`src/rtl/microwave_ctrl_pkg.sv`:
```
// Shared definitions for the microwave oven control unit: state encoding,
// default timing constants and the keypad priority encoder.
package microwave_ctrl_pkg;

    typedef enum logic [2:0] {
        IDLE  = 3'd0,
        SET   = 3'd1,
        COOK  = 3'd2,
        PAUSE = 3'd3,
        DONE  = 3'd4
    } state_t;

    localparam int NUM_KEYS          = 10;
    localparam int TICK_DIV_DEFAULT  = 100;
    localparam int DONE_HOLD_DEFAULT = 300;

    // Lowest pressed key wins when several keys are down at once.
    function automatic logic [3:0] lowest_digit(input logic [NUM_KEYS-1:0] k);
        logic [3:0] result;
        result = 4'd0;
        for (int i = NUM_KEYS - 1; i >= 0; i--) begin
            if (k[i]) begin
                result = 4'(i);
            end
        end
        return result;
    endfunction

endpackage

```
`src/rtl/microwave_ctrl_sec_prescaler.sv`:
```
// One-second prescaler: counts enabled cycles and emits a registered
// single-cycle tick each time TICK_DIV enabled cycles have elapsed.
module sec_prescaler
    import microwave_ctrl_pkg::*;
#(
    parameter int TICK_DIV = TICK_DIV_DEFAULT
) (
    input  logic clock,
    input  logic resetn,
    input  logic clear,
    input  logic enable,
    output logic tick
);

    localparam int             W    = (TICK_DIV > 1) ? $clog2(TICK_DIV) : 1;
    localparam logic [W-1:0]   LAST = W'(TICK_DIV - 1);

    logic [W-1:0] count;

    // A disabled prescaler keeps its value, so a paused cook resumes mid-second.
    always_ff @(posedge clock or negedge resetn) begin
        if (!resetn) begin
            count <= '0;
            tick  <= 1'b0;
        end else begin
            tick <= 1'b0;
            if (clear) begin
                count <= '0;
            end else if (enable) begin
                if (count == LAST) begin
                    count <= '0;
                    tick  <= 1'b1;
                end else begin
                    count <= count + W'(1);
                end
            end
        end
    end

endmodule

```
`src/rtl/microwave_ctrl.sv`:
```
// Front-panel sequencer for the microwave oven: turns buttons, keypad and door
// into load/clear/tick strobes for the time datapath plus magnetron and done.
module microwave_ctrl
    import microwave_ctrl_pkg::*;
#(
    parameter int TICK_DIV  = TICK_DIV_DEFAULT,
    parameter int DONE_HOLD = DONE_HOLD_DEFAULT
) (
    input  logic                clock,
    input  logic                resetn,
    input  logic                startn,
    input  logic                stopn,
    input  logic                clearn,
    input  logic                door_closed,
    input  logic [NUM_KEYS-1:0] keys,
    input  logic                timer_zero,
    output logic                load_digit,
    output logic [3:0]          digit,
    output logic                timer_clear,
    output logic                count_tick,
    output logic                mag_on,
    output logic                done
);

    localparam int            HW        = (DONE_HOLD > 1) ? $clog2(DONE_HOLD) : 1;
    localparam logic [HW-1:0] HOLD_LAST = HW'(DONE_HOLD - 1);

    state_t                state;
    state_t                state_next;
    logic                  startn_q;
    logic [NUM_KEYS-1:0]   keys_q;
    logic [HW-1:0]         hold_count;
    logic [HW-1:0]         hold_next;

    logic start_ev;
    logic key_ev;
    logic stop_lvl;
    logic clr_lvl;
    logic door_open;
    logic load_next;
    logic clear_next;
    logic pre_clear;
    logic pre_enable;

    assign start_ev  = startn_q & ~startn;
    assign key_ev    = (keys != '0) && (keys_q == '0);
    assign stop_lvl  = ~stopn;
    assign clr_lvl   = ~clearn;
    assign door_open = ~door_closed;

    // The prescaler only advances on cycles that stay in COOK, so the exit and
    // resume edges do not count and a coincident timer_zero swallows the tick.
    assign pre_enable = (state == COOK) && (state_next == COOK);

    sec_prescaler #(
        .TICK_DIV (TICK_DIV)
    ) u_prescaler (
        .clock  (clock),
        .resetn (resetn),
        .clear  (pre_clear),
        .enable (pre_enable),
        .tick   (count_tick)
    );

    always_ff @(posedge clock or negedge resetn) begin
        if (!resetn) begin
            state      <= IDLE;
            hold_count <= '0;
            startn_q   <= 1'b1;
            keys_q     <= '0;
        end else begin
            state      <= state_next;
            hold_count <= hold_next;
            startn_q   <= startn;
            keys_q     <= keys;
        end
    end

    always_comb begin
        state_next = state;
        hold_next  = '0;
        load_next  = 1'b0;
        clear_next = 1'b0;
        pre_clear  = 1'b0;
        case (state)
            IDLE: begin
                if (clr_lvl || stop_lvl) begin
                    clear_next = 1'b1;
                end else if (key_ev) begin
                    load_next  = 1'b1;
                    state_next = SET;
                end
            end
            SET: begin
                if (clr_lvl || stop_lvl) begin
                    clear_next = 1'b1;
                    state_next = IDLE;
                end else if (start_ev && !door_open && !timer_zero) begin
                    pre_clear  = 1'b1;
                    state_next = COOK;
                end else if (key_ev) begin
                    load_next = 1'b1;
                end
            end
            COOK: begin
                if (door_open) begin
                    state_next = PAUSE;
                end else if (clr_lvl) begin
                    clear_next = 1'b1;
                    state_next = IDLE;
                end else if (stop_lvl) begin
                    state_next = PAUSE;
                end else if (timer_zero) begin
                    state_next = DONE;
                end
            end
            PAUSE: begin
                if (clr_lvl || stop_lvl) begin
                    clear_next = 1'b1;
                    state_next = IDLE;
                end else if (start_ev && !door_open && !timer_zero) begin
                    state_next = COOK;
                end
            end
            DONE: begin
                // Time is already zero here, so leaving never needs a clear.
                if (door_open || clr_lvl || stop_lvl || key_ev) begin
                    state_next = IDLE;
                end else if (hold_count == HOLD_LAST) begin
                    state_next = IDLE;
                end else begin
                    hold_next = hold_count + HW'(1);
                end
            end
            default: begin
                state_next = IDLE;
            end
        endcase
    end

    always_ff @(posedge clock or negedge resetn) begin
        if (!resetn) begin
            load_digit  <= 1'b0;
            digit       <= 4'd0;
            timer_clear <= 1'b0;
            mag_on      <= 1'b0;
            done        <= 1'b0;
        end else begin
            load_digit  <= load_next;
            timer_clear <= clear_next;
            mag_on      <= (state_next == COOK);
            done        <= (state_next == DONE);
            if (load_next) begin
                digit <= lowest_digit(keys);
            end
        end
    end

endmodule

```
`config.mk`:
```
export PLATFORM = sky130hd
export DESIGN_NAME = microwave_ctrl
export DESIGN_NICKNAME = d
export VERILOG_FILES = /design/src/rtl/microwave_ctrl_pkg.sv /design/src/rtl/microwave_ctrl_sec_prescaler.sv /design/src/rtl/microwave_ctrl.sv
export SDC_FILE = /design/constraint.sdc
export NUM_CORES = 1
export LEC_CHECK = 0
export BUFFER_PORTS_ARGS = -buffer_cell sky130_fd_sc_hd__buf_4
export CAP_MARGIN = 20
export CELL_PAD_IN_SITES_DETAIL_PLACEMENT = 1
export CELL_PAD_IN_SITES_GLOBAL_PLACEMENT = 2
export CORE_AREA = 4 4 80 82
export CTS_BUF_LIST = sky130_fd_sc_hd__clkbuf_16
export CTS_CLUSTER_SIZE = 28
export DETAILED_ROUTE_END_ITERATION = 16
export DIE_AREA = 0 0 84 86
export HOLD_SLACK_MARGIN = 0.02
export PLACE_DENSITY_LB_ADDON = 0.3
export SLEW_MARGIN = 40
export SYNTH_ARGS = -nofsm -noshare
export SYNTH_HDL_FRONTEND = slang
export SYNTH_HIERARCHICAL = 1
export SYNTH_SLANG_ARGS = --single-unit
```
`constraint.sdc`:
```
create_clock -name clock -period 2.4 [get_ports clock]
set_input_delay 0.48 -clock clock [delete_from_list [all_inputs] [get_ports clock]]
set_output_delay 0.48 -clock clock [all_outputs]
set_load 0.01 [all_outputs]
```
# After elaboration in Yosys (flattened, before gate mapping)
# Cells that the tools add are included.
# classes
muxes	42
add_sub_neg	2
eq_ne	8
n_bitwise	5
n_reduce_logical	15
# ops
operator	count
$mux W4	10
$mux W3	10
$mux W9	3
$mux W7	3
$mux W1	13
$pmux W3 S4	1
$logic_not A10 Y1	1
$reduce_bool A10 Y1	1
$add A9 B1 Y9 const B	1
$eq A3 B2 Y1 const B	3
$eq A9 B9 Y1 const B	1
$add A7 B1 Y7 const B	1
$eq A7 B7 Y1 const B	1
$eq A3 B3 Y1 const B	2
$logic_and A1 B1 Y1	4
$logic_or A1 B1 Y1	4
$not A1 Y1	4
$pmux W1 S2	2
$eq A3 B1 Y1 const B	1
$logic_not A3 Y1	1
$reduce_or A3 Y1	1
$reduce_bool A2 Y1	1
$reduce_or A2 Y1	1
$and A1 B1 Y1	1
$logic_not A1 Y1	1
# word_totals
input_bits	17
output_inout_bits	9
elab_cells	83
reg_bits	39

# Longest topological paths before layout
# logic_depth
word_depth	11
mapped_depth	7
mapped_depth_nobuf	7

# Modules after synthesis
# Netlist, hierarchy kept.
# by_module_without_submodules
mod	area_each_um2	cells_each	instances
microwave_ctrl	1355.0	123	1
sec_prescaler	430.4	44	1

# Least setup slack after synthesis
# OpenSTA, ideal clock, no wires.
# synth_timing
kind	reg-to-reg
start	reg startn_q
end	reg u_prescaler.count[6]
stages_incl_launch_ff	8
synth_period_minus_slack_ns	2.282
arrival_ns	2.188
required_ns	2.306
setup_ns	0.094
path_slack_ns	0.118
cell_sequence	dfstp_2 nor4bb_1 a31oi_1 o2bb2ai_1 and3_1 inv_1 o31a_1 a211oi_1
# synth_between
elab_chain_cells	9
elab_cells_between_ends	13
# synth_lines
item	line_no	rtl
start: declaration	microwave_ctrl.sv:30	logic startn_q;
start signal: assignment	microwave_ctrl.sv:74	startn_q <= startn;
$and A1 B1 Y1	microwave_ctrl.sv:45	assign start_ev = startn_q & ~startn;
$logic_and A1 B1 Y1 (2 in series)	microwave_ctrl.sv:98, microwave_ctrl.sv:121	
$mux W3	microwave_ctrl.sv:98, microwave_ctrl.sv:121	
$mux W3	microwave_ctrl.sv:95	if (clr_lvl || stop_lvl) begin
$pmux W3 S4	microwave_ctrl.sv:85	case (state)
net state_next[1]	microwave_ctrl.sv:29	state_t state_next;
$eq A3 B2 Y1	microwave_ctrl.sv:53	assign pre_enable = (state == COOK) && (state_next == COOK);
$logic_and A1 B1 Y1	microwave_ctrl.sv:53	
net pre_enable	microwave_ctrl.sv:43	logic pre_enable;
$reduce_bool A2 Y1 (no source line)	n/a	
end signal: assignment	microwave_ctrl_sec_prescaler.sv:34	count <= count + W'(1);
end: declaration	microwave_ctrl_sec_prescaler.sv:18	logic [W-1:0] count;
# The timed path passes the listed nets, and every way through them passes these cells.
# A chain may end at the register's enable or synchronous reset.

# Final worst setup path
# Same ends and word-level chain as after synthesis.

==> impl_metrics.py <==
metrics = {
    "status": {
        "outcome": "completed",
    },
    "global_routing": {
        "grt_start_max_net_pins": 40,
        "grt_usage_pct": 11.8,
        "grt_pass1_vias": 1472,
        "grt_overflow": 0,
        "antenna_found_initial": 0,
        "grt_pass1_wl_mm": 6.93,
    },
    "worst_setup_path": {
        "required_ns": 2.58,
        "cpLargestDelayFamily": "compound AO/OA/AOI/OAI gates",
        "path_buf_inv": 2,
        "r2r-start": "startn_q",
        "crit_path_start_kind": "flop",
        "reg2regPathDepth": 8,
        "path_cells": "nor4bb_1 -> buf_4 -> a31oi_1 -> o2bb2ai_1 -> and3_1 -> inv_1 -> o31a_1 -> a211oi_1",
        "crit_fanout": 6,
        "end_kind": "flop",
        "critPathLaunch": "startn_q",
        "arrival_ns": 2.36,
        "cpMaxStageDelayCell": "dfstp_2",
        "max_stage_delay_ns": 0.52,
        "worst-path-stages": 8,
        "crit_type": "flop to flop",
    },
    "die": {
        "die-area_um2": 7220,
        "floorplan.initialDensity_pct": 31.1,
        "die_w_um": 84,
        "core_um2": 5750,
        "die_h_um": 86,
        "num_io_pins": 26,
        "rows": 28,
    },
    "placement": {
        "dp_cells": 268,
        "port_buffers": 25,
        "place_ws_ns": 0.135,
        "hpwl_mm": 2.97,
        "globalplace.congestion": 0.787,
    },
    "detailed_routing": {
        "via_count": 1376,
        "wire_per_inst_um": 14.4,
        "ant_nets": 0,
        "dr.pass1.iters": 4,
        "viasPerCell": 4.99,
        "drt_iter0_drc": 22,
        "route.detailed.drc": 0,
        "wirelength_mm": 3.98,
    },
    "layout": {
        "diodes": 0,
        "drive_gt1_share_pct": 23.4,
        "syn_to_final_growth_pct": 25.7,
        "stdcell_count": 276,
        "fin_nets": 219,
        "fill_cells": 655,
    },
    "synth": {
        "synth_top_family_by_area": "simple AND/OR/NAND/NOR gates",
        "synth_enable_flop_cells": 0,
        "synth_seq_cells": 39,
        "synth_seq_area_share_pct": 54.7,
        "synthCells": 167,
        "synthMuxAreaShare_pct": 2.52,
        "yosys.area.top_type": "dfrtp_1",
        "synth_ff_type": "dfrtp_1",
        "yosys_warnings": 6,
        "synth_top_area_share_pct": 53.3,
        "synth.cell_area_um2": 1790,
        "syn_avg_cell_area_um2": 10.7,
        "synth_compound_area_share_pct": 11.8,
        "synth-xor-area-share_pct": 4.41,
        "synthAdderAreaFrac_pct": 1.40,
        "syn_nets": 186,
        "synth_cell_types": 43,
        "synth.area.top_cells": "dfrtp_1 53%, nor2_1 4.6%, mux2_2 2.5%",
        "synth_simple_gate_area_share_pct": 22.3,
        "synthArstFlopShare_pct": 100,
    },
    "clocking": {
        "cts.clk_slew.worst_paths_ns": 0.06,
        "post_cts_resized": 0,
        "cts_buffer_depth": 2,
        "cts.sink_count": 39,
        "cts_setup_buffers": 0,
        "cts_tree": "built",
        "htree_levels": 2,
        "numCtsBuffers": 5,
        "insertion_delay_ns": 0.27,
        "root_buffer": "clkbuf_16",
        "cts_hold_buf": 0,
    },
    "timing": {
        "period_minus_slack_ns": 2.18,
        "grt_setup_unrepaired": "no",
        "setup_tns_ns": 0,
        "worstMarginPinSlew_ns": 0.517,
        "period_share_pct": 91.0,
        "slew_violations": 0,
        "skew_ns": 0.00423,
        "hold_viol": 0,
        "relSlewSlack_pct": 65.5,
        "fin_ws_ns": 0.217,
        "clock.fmax_mhz": 458,
        "setup_viol": 0,
    },
    "pwr": {
        "power_leakage_nw": 1.02,
        "p_per_area_nw_per_um2": 654,
        "vdd_drop_max_mv": 0.246,
    },
    "run": {
        "drv_cap": 0,
    },
    "min_path": {
        "hold_class": "primary input to asynchronous set/reset pin",
    },
}
[flip-flops by register name, indices dropped and copies added (netlist names)]
name / flops
done: 1
hold_count: 9
timer_clear: 1
keys_q: 10
load_digit: 1
state: 3
startn_q: 1
u_prescaler/tick: 1
mag_on: 1
u_prescaler/count: 7
digit: 4
[cell type report]
cell class,instances,area (um^2),area share (%)
clock buffer,5,125,5.57
inverter,7,26.3,1.17
timing repair buffer,30,225,10.0
sequential,39,977,43.5
tap,75,93.8,4.18
clock inverter,3,38.8,1.73
multi-input combinational,117,758,33.8
[layer usage]
layer | GRT usage, % | up-vias | share of wire (%) | routed length [um]
li1 | - | 663 | - | -
met1 | 14.9 | 688 | 47 | 1890
met2 | 20.0 | 23 | 48 | 1930
met3 | 3.07 | 2 | 3.5 | 140
met4 | 3.51 | 0 | 0.58 | 23
met5 | 0 | - | 0 | 0
[worst paths after layout]
check | to | slack, ns
min | timer_clear | 0.17
min reg2reg | timer_clear | 0.51
max | u_prescaler/count[6] | 0.22
min in group clock | startn_q | 0.32
max reg2reg | u_prescaler/count[6] | 0.22
max in group asynchronous | startn_q | 1.88
[metrics by stage]
stage / instance area, um^2 / hold WS [ns] / total power, W / utilization (%)
6_report: 2240 / 0.171 / 0.00147 / 39.1
5_1_grt: 2240 / 0.217 / 0.00153 / 39.1
4_1_cts: 2240 / 0.191 / 0.00149 / 39.1
3_5_place_dp: 2080 / 0.491 / 0.000750 / 36.2
3_3_place_gp: 2080 / 0.474 / 0.000747 / 36.2
2_1_floorplan: 1790 / 0.184 / 0.000699 / -
[cell usage after synthesis, types with 4 or more instances]
master / number
nand4_1: 4
inv_1: 7
nor2b_1: 6
xnor2_1: 5
mux2_2: 4
dfrtp_1: 38
xor2_1: 4
nor4_1: 5
a21oi_1: 8
nand2_1: 11
o21ai_0: 4
nand3_1: 8
nor2_1: 22
and3_1: 4
[power by group]
group          leakage, nW  internal [W]  switching, W  total [W]
sequential           0.504      0.000669    0.00000308   0.000672
combinational        0.434     0.0000280     0.0000362  0.0000642
clock               0.0812      0.000484      0.000248   0.000732
total                 1.02       0.00118      0.000287    0.00147
[cells in the final DEF, fill, tap and decap left out, types with 2 or more instances in the layout]
cell / instances
dfrtp_1: 38
buf_4: 30
nor2_1: 22
nand2_1: 11
nand3_1: 8
a21oi_1: 8
inv_1: 7
nor2b_1: 6
nor4_1: 5
xnor2_1: 5
clkbuf_16: 5
and3_1: 4
nand4_1: 4
xor2_1: 4
o21ai_0: 4
mux2_2: 4
nor3b_1: 3
a211oi_1: 3
or4b_1: 2
a2bb2oi_1: 2
ha_1: 2
o31a_1: 2
[cells by family after synthesis]
| logic type | count (synthesis) |
|---|---|
| multiplexers | 4 |
| flip-flops | 39 |
| AND/OR/NAND/NOR | 73 |
| AO/OA/AOI/OAI | 29 |
| adder cells (fa/ha/maj) | 2 |
| buffers and inverters | 11 |
| XOR/XNOR | 9 |
[worst reg2reg max path: cells and delay by family (launching register included)]
kind | cells | cell delay, ns
compound gates | 4 | 0.81
simple gates | 2 | 0.48
flops | 1 | 0.52
buf+inv | 2 | 0.28
No activity file was read; power rests on OpenSTA's default activity.
